File: config.mk
export PLATFORM = sky130hd
export DESIGN_NAME = output_unit_controller
export DESIGN_NICKNAME = d
export VERILOG_FILES = /design/src/rtl/output_unit_controller_pkg.sv /design/src/rtl/output_unit_controller_credit_counter.sv /design/src/rtl/output_unit_controller.sv
export SDC_FILE = /design/constraint.sdc
export NUM_CORES = 1
export LEC_CHECK = 0
export BUFFER_PORTS_ARGS = -buffer_cell sky130_fd_sc_hd__buf_4
export CAP_MARGIN = 20
export CORE_MARGIN = 3
export CORE_UTILIZATION = 45
export DETAILED_ROUTE_END_ITERATION = 8
export MAX_ROUTING_LAYER = met4
export PLACE_DENSITY = 0.76
export SLEW_MARGIN = 40
export SYNTH_ARGS = -nofsm -noshare
export SYNTH_HDL_FRONTEND = slang
export SYNTH_SLANG_ARGS = --single-unit
export TNS_END_PERCENT = 30
File: constraint.sdc
create_clock -name clk -period 2.3 [get_ports clk]
set_input_delay 0.115 -clock clk [delete_from_list [all_inputs] [get_ports clk]]
set_output_delay 0.115 -clock clk [all_outputs]
set_load 0.005 [all_outputs]
File: src/rtl/output_unit_controller_pkg.sv
// Shared router definitions and output-unit types.
// Macro CREDIT_ERR_CHK_EN (see output_unit_controller.sv) enables the credit protocol checker.
`ifndef ROUTER_VH
`define ROUTER_VH
`define ROUTER_WIDTH 32
`define DIRECTION 5
`define CREDIT_DEPTH_DEFAULT 4
`endif

package output_unit_controller_pkg;

   localparam int unsigned OUC_CREDIT_DEPTH = `CREDIT_DEPTH_DEFAULT;
   localparam int unsigned OUC_CNT_W        = 3;

   typedef struct packed {
      logic underflow;
      logic overflow;
   } credit_flags_t;

   // A flit arriving on the switch without a grant one cycle earlier.
   function automatic logic credit_orphan(input logic st_valid, input logic prev_decre);
      return st_valid & ~prev_decre;
   endfunction

endpackage

File: src/rtl/output_unit_controller_credit_counter.sv
// Saturating downstream credit counter with registered availability and
// same-cycle underflow/overflow indications.
module credit_counter
   import output_unit_controller_pkg::*;
#(
   parameter int unsigned CREDIT_DEPTH = OUC_CREDIT_DEPTH,
   parameter int unsigned CNT_W        = OUC_CNT_W
) (
   input  logic             clk,
   input  logic             rst,
   input  logic             i_decre,
   input  logic             i_incr,
   output logic [CNT_W-1:0] o_cnt,
   output logic             o_avail,
   output credit_flags_t    o_flags
);

   logic [CNT_W-1:0] r_cnt;
   logic             r_avail;
   logic [CNT_W-1:0] w_cnt_next;
   logic             w_at_zero;
   logic             w_at_full;

   assign w_at_zero = (r_cnt == CNT_W'(0));
   assign w_at_full = (r_cnt == CNT_W'(CREDIT_DEPTH));

   // Next count: a simultaneous grant and return cancel out; both ends saturate.
   always_comb begin
      w_cnt_next = r_cnt;
      case ({i_decre, i_incr})
         2'b10: begin
            if (!w_at_zero) w_cnt_next = r_cnt - CNT_W'(1);
            else            w_cnt_next = r_cnt;
         end
         2'b01: begin
            if (!w_at_full) w_cnt_next = r_cnt + CNT_W'(1);
            else            w_cnt_next = r_cnt;
         end
         default: w_cnt_next = r_cnt;
      endcase
   end

   // Count and availability registers, full credit out of reset.
   always_ff @(posedge clk or posedge rst) begin
      if (rst) begin
         r_cnt   <= CNT_W'(CREDIT_DEPTH);
         r_avail <= 1'b1;
      end else begin
         r_cnt   <= w_cnt_next;
         r_avail <= (w_cnt_next != CNT_W'(0));
      end
   end

   assign o_cnt             = r_cnt;
   assign o_avail           = r_avail;
   assign o_flags.underflow = i_decre & ~i_incr & w_at_zero;
   assign o_flags.overflow  = i_incr & ~i_decre & w_at_full;

endmodule

File: src/rtl/output_unit_controller.sv
// Router output unit: credit tracking toward the downstream input unit and a
// one-stage link register. Define CREDIT_ERR_CHK_EN to enable the sticky credit_err checker.
`ifndef ROUTER_WIDTH
`define ROUTER_WIDTH 32
`endif

module output_unit_controller
   import output_unit_controller_pkg::*;
#(
   parameter int unsigned CREDIT_DEPTH = OUC_CREDIT_DEPTH,
   parameter int unsigned CNT_W        = OUC_CNT_W
) (
   input  logic                     clk,
   input  logic                     rst,
   input  logic                     credit_decre,
   input  logic                     st_valid,
   input  logic [`ROUTER_WIDTH-1:0] st_data,
   input  logic                     credit_in,
   output logic                     credit_avail,
   output logic [CNT_W-1:0]         credit_count,
   output logic                     out_valid,
   output logic [`ROUTER_WIDTH-1:0] out_data,
   output logic                     credit_err
);

   typedef enum logic {
      IDLE = 1'b0,
      SEND = 1'b1
   } link_state_t;

   link_state_t                r_state;
   link_state_t                w_state_next;
   logic [`ROUTER_WIDTH-1:0]   r_data;
   credit_flags_t              w_flags;

   credit_counter #(
      .CREDIT_DEPTH (CREDIT_DEPTH),
      .CNT_W        (CNT_W)
   ) u_credit_counter (
      .clk     (clk),
      .rst     (rst),
      .i_decre (credit_decre),
      .i_incr  (credit_in),
      .o_cnt   (credit_count),
      .o_avail (credit_avail),
      .o_flags (w_flags)
   );

   // Link state: SEND for every cycle following an accepted switch flit.
   always_comb begin
      w_state_next = r_state;
      case (r_state)
         IDLE: begin
            if (st_valid) w_state_next = SEND;
            else          w_state_next = IDLE;
         end
         SEND: begin
            if (st_valid) w_state_next = SEND;
            else          w_state_next = IDLE;
         end
         default: w_state_next = IDLE;
      endcase
   end

   // Link state and flit registers; data holds while no flit arrives.
   always_ff @(posedge clk or posedge rst) begin
      if (rst) begin
         r_state <= IDLE;
         r_data  <= '0;
      end else begin
         r_state <= w_state_next;
         if (st_valid) r_data <= st_data;
         else          r_data <= r_data;
      end
   end

   assign out_valid = (r_state == SEND);
   assign out_data  = r_data;

`ifdef CREDIT_ERR_CHK_EN
   logic r_decre_d;
   logic r_err;

   // Sticky protocol error; only reset clears it.
   always_ff @(posedge clk or posedge rst) begin
      if (rst) begin
         r_decre_d <= 1'b0;
         r_err     <= 1'b0;
      end else begin
         r_decre_d <= credit_decre;
         r_err     <= r_err | w_flags.underflow | w_flags.overflow
                      | credit_orphan(st_valid, r_decre_d);
      end
   end

   assign credit_err = r_err;
`else
   logic w_unused_flags;
   assign w_unused_flags = ^w_flags;
   assign credit_err     = 1'b0;
`endif

endmodule
== Word level (Yosys, flattened, before mapping) ==
Index checks and enable logic that the tools add are counted.

* Equality and inequality tests: 3
* $add $sub $neg: 2
* Reductions and logical operators: 2
* Muxes and demuxes: 4

{| class="wikitable"
|+ Operators by type and width
! cell !! count
|-
| two-way mux 3 bit || 2
|-
| case mux 3 bit (2 select lines) || 1
|-
| adder 3 x 1 -> 3 bit (second input constant) || 1
|-
| equality test 3 bit (second input constant) || 1
|-
| zero test 3 bit || 1
|-
| nonzero test 3 bit || 1
|-
| subtractor 3 x 1 -> 3 bit (second input constant) || 1
|-
| equality test 2 x 1 -> 1 bit (second input constant) || 1
|-
| equality test 2 bit (second input constant) || 1
|-
| two-way mux 1 bit || 1
|}

* Bits in registers: 37

== Longest topological paths before layout ==
* Word-level depth: 4
* Mapped depth: 6
* Depth with buffers taken out: 6

== Modules after synthesis ==
A second synthesis with hierarchy kept.

* Cell total of the unflattened synthesis: 110
* Area, all modules: 1729.2 µm²

{| class="wikitable"
|+ Modules (own cells, without submodules)
! module !! instances !! area an instance (µm²) !! cells an instance
|-
| output_unit_controller || 1 || 1385.1 || 72
|-
| credit_counter || 1 || 344.1 || 38
|}

== Worst setup path before layout ==
Ideal clock, no wire load.

* Kind: register -> register
* Start point: register u_credit_counter.r_cnt[0], in the netlist u_credit_counter.o_cnt[0]
* End point: register u_credit_counter.r_avail, in the netlist u_credit_counter.o_avail
* Data required time: 2.212 ns
* Slack: 0.512 ns
* Arrival time: 1.700 ns
* Period minus slack after synthesis: 1.788 ns
* Stages on the path, launching flop included: 7
* Path buffers: 0
* Cells stage by stage: dfrtp_1 inv_1 ha_1 or3b_1 o311ai_2 a22oi_2 or3_1

* Longest elaborated chain between the ends: 4
* Elaborated cells between the ends (all ways): 8

{| class="wikitable"
|+ Ends and longest elaborated chain
! element !! line !! text
|-
| start: declaration || output_unit_controller_credit_counter.sv:18 || <nowiki>logic [CNT_W-1:0] r_cnt;</nowiki>
|-
| start signal: assignment || output_unit_controller_credit_counter.sv:46 || <nowiki>r_cnt <= CNT_W'(CREDIT_DEPTH);</nowiki>
|-
| start signal: assignment || output_unit_controller_credit_counter.sv:49 || <nowiki>r_cnt <= w_cnt_next;</nowiki>
|-
| adder 3 x 1 -> 3 bit, or another cell as far along || output_unit_controller_credit_counter.sv:36 || <nowiki>if (!w_at_full) w_cnt_next = r_cnt + CNT_W'(1);</nowiki>
|-
| two-way mux 3 bit (on tied branches) || output_unit_controller_credit_counter.sv:36, output_unit_controller_credit_counter.sv:32 ||
|-
| case mux 3 bit (2 select lines) (*) || output_unit_controller_credit_counter.sv:30 || <nowiki>case ({i_decre, i_incr})</nowiki>
|-
| named net u_credit_counter.w_cnt_next[0] || output_unit_controller_credit_counter.sv:20 || <nowiki>logic [CNT_W-1:0] w_cnt_next;</nowiki>
|-
| nonzero test 3 bit (*) || output_unit_controller_credit_counter.sv:50 || <nowiki>r_avail <= (w_cnt_next != CNT_W'(0));</nowiki>
|-
| end signal: assignment || output_unit_controller_credit_counter.sv:50 ||
|-
| end: declaration || output_unit_controller_credit_counter.sv:19 || <nowiki>logic r_avail;</nowiki>
|}

The timed path passes the listed nets; every way through them passes the cells marked *.
A chain may end at the register's enable or synchronous reset.

== Worst setup path after layout ==
Same ends and word-level chain as after synthesis.

==> results.py <==
metrics = {
    "place": {
        "dp_hpwl_um": 2650,
        "gp_congestion": 0.869,
        "io_buffers": 73,
    },
    "die": {
        "core-area_um2": 3200,
        "die-area_um2": 4260,
        "rows": 20,
        "die_h_um": 65.2,
        "ioPinCount": 75,
        "die-width_um": 65.2,
        "initial_core_util": 0.493,
    },
    "power": {
        "p_per_area_nw_per_um2": 682,
        "vdd_drop_max_v": 0.000367,
        "power.total_mw": 1.75,
        "leakage_nw": 1.22,
    },
    "clock_tree": {
        "cts-root-buf": "clkbuf_4",
        "clock-sinks": 37,
        "postCtsSetupBuffers": 0,
        "clock_path_buffers": 2,
        "clock_latency_ns": 0.33,
        "cts_tree": "built",
        "htreeDepth": 2,
        "cts-buffers-inserted": 5,
        "path_clk_slew_ns": 0.11,
    },
    "timing": {
        "worst_pin_slew_ns": 0.732,
        "finalMaxSlewViolations": 0,
        "slew_headroom": 0.512,
        "clock.fmax_ghz": 0.512,
        "clock_skew_ns": 0.00346,
        "finalHoldViolations": 0,
        "setup_viol": 0,
        "period_needed_ns": 1.95,
        "finalCritPeriodShare": 0.849,
        "final.setup.tns_ns": 0,
        "rsz0062_at_grt": "false",
    },
    "critical_path": {
        "worstReg2RegEnd": "u_credit_counter.o_avail",
        "reg2reg_setup_slack_ns": 0.35,
        "rr_worst_depth": 6,
        "end_kind": "flop",
        "reg2reg_from": "u_credit_counter.o_cnt[0]",
        "cp_cell_sequence": "inv_1, ha_1, or3b_1, o311ai_2, a22oi_2, or3_1",
        "path_class": "reg -> reg",
        "cp_data_arrival_time_ns": 2.21,
        "cpPeakStageDelay_ns": 0.46,
        "cp_max_fo": 8,
        "startpoint_type": "flop",
        "slowest_stage": "dfrtp_1",
        "required_ns": 2.56,
    },
    "synth": {
        "synthesis.area_um2": 1580,
        "synth_cell_type_count": 26,
        "ys_ff_latch": 37,
        "ys_seq_area_frac": 0.588,
        "yosys_warnings": 0,
        "ys_async_sr_fraction": 1.00,
        "synth_area_per_cell_um2": 14.2,
        "synth-edff-count": 0,
        "synth_nets": 153,
        "synthFlopType": "dfrtp_1",
        "synth_cells": 111,
    },
    "global_routing": {
        "grt_pass1_vias": 1279,
        "antenna_found_initial": 0,
        "grt_use_total": 0.189,
        "grt_overflow_total": 0,
        "grt_max_degree": 34,
        "grt_pass1_wl_um": 5900,
    },
    "finish": {
        "fillers": 193,
        "final_cell_mix": "75 x buf_4, 35 x dfrtp_1, 33 x mux2_2, 33 x dlygate4sd3_1, 7 x inv_1",
        "nets": 262,
        "final_layout_size_suffix_gt1_frac": 0.548,
        "layout_commonest_cell": "buf_4",
        "antennaDiodeCount": 0,
        "syn_to_final_growth_pct": 62.2,
    },
    "min_path": {
        "hold_start": "st_valid",
        "min_path_type": "in -> reg",
        "hold_end": "out_valid",
        "worstHoldPathCells": 1,
    },
    "routing": {
        "route.detailed.drc": 0,
        "drtIter0Drc": 54,
        "wl_um": 4270,
        "ant_nets": 0,
        "vias": 1289,
        "wl_per_cell_um": 16.1,
        "first_pass_iters": 4,
        "drt-vias-per-instance": 4.86,
    },
    "flow_run": {
        "cap_violations": 0,
    },
    "run_status": {
        "status": "finished clean",
    },
}
-- cell families after synthesis --
logic type / synth area share
compound gates: 0.0586
buf+inv: 0.0364
mux: 0.235
simple gates: 0.0396
fa+ha+maj: 0.0396
flops: 0.588
other cells: 0.00237
-- worst max-delay path, delay by kind of cell, from the launching register on --
family,cells,cell delay (ns)
simple gates,2,0.76
flops,1,0.46
fa+ha+maj,1,0.31
compound gates,2,0.19
buf+inv,1,0.16
-- what timing repair did --
action,4_1_cts,5_1_grt
hold buffers,17,16
hold endpoints to repair,31,16
resized for setup,0,0
-- worst max path at each step --
| stage | from | endpoint | cells after the start |
|---|---|---|---|
| floorplan | u_credit_counter.o_cnt[0] | u_credit_counter.o_avail | 6 |
| global placement | u_credit_counter.o_cnt[0] | u_credit_counter.o_avail | 6 |
| detailed placement | u_credit_counter.o_cnt[0] | u_credit_counter.o_avail | 6 |
| CTS | u_credit_counter.o_cnt[0] | u_credit_counter.o_avail | 6 |
| global route | u_credit_counter.o_cnt[0] | u_credit_counter.o_avail | 6 |
| finish | u_credit_counter.o_cnt[0] | u_credit_counter.o_avail | 6 |
-- synth_stat cells, types with 2 or more instances --
cell type	instances	share of area
dfrtp_1	35	0.55
mux2_2	33	0.24
inv_1	7	0.017
ha_1	5	0.040
a21oi_1	3	0.0095
buf_2	3	0.0095
o21ai_0	3	0.0095
dfstp_2	2	0.033
nor2_1	2	0.0048
nor2b_1	2	0.0079
-- layout make-up --
class	instances	area, µm²	share of cell area
sequential	37	928	0.362
clock inverter	2	13.8	0.00537
multi-input combinational	61	593	0.232
timing repair buffer	108	893	0.349
clock buffer	6	51.3	0.0200
tap	44	55.1	0.0215
inverter	7	26.3	0.0103
-- state kept, by name, summed over array words and instances, names as in the netlist --
signal	cells
out_data	32
u_credit_counter.o_cnt	3
out_valid	1
u_credit_counter.o_avail	1
-- power by group --
group	leakage (nW)	switching, mW	internal, mW
logic	0.744	0.227	0.340
registers	0.434	0.0669	0.747
clock network	0.0382	0.216	0.149
-- layer usage --
layer | wire length (µm) | global-route usage
met5 | 0 | -
met4 | 70 | 0.0699
met3 | 231 | 0.0581
met2 | 2400 | 0.327
met1 | 1560 | 0.205
-- per-stage QoR --
stage               setup slack [ns]   util  std cells  hold WS, ns  instance area (µm²)
finish                         0.348  0.800        265        0.117                 2560
CTS                            0.343  0.750        249     0.000309                 2400
global placement               0.464  0.676        224        0.258                 2170
floorplan                      0.512      -        111        0.146                 1580
global route                   0.250  0.800        265        0.102                 2560
detailed placement             0.363  0.676        224        0.277                 2170
No activity file was read; power rests on OpenSTA's default activity.
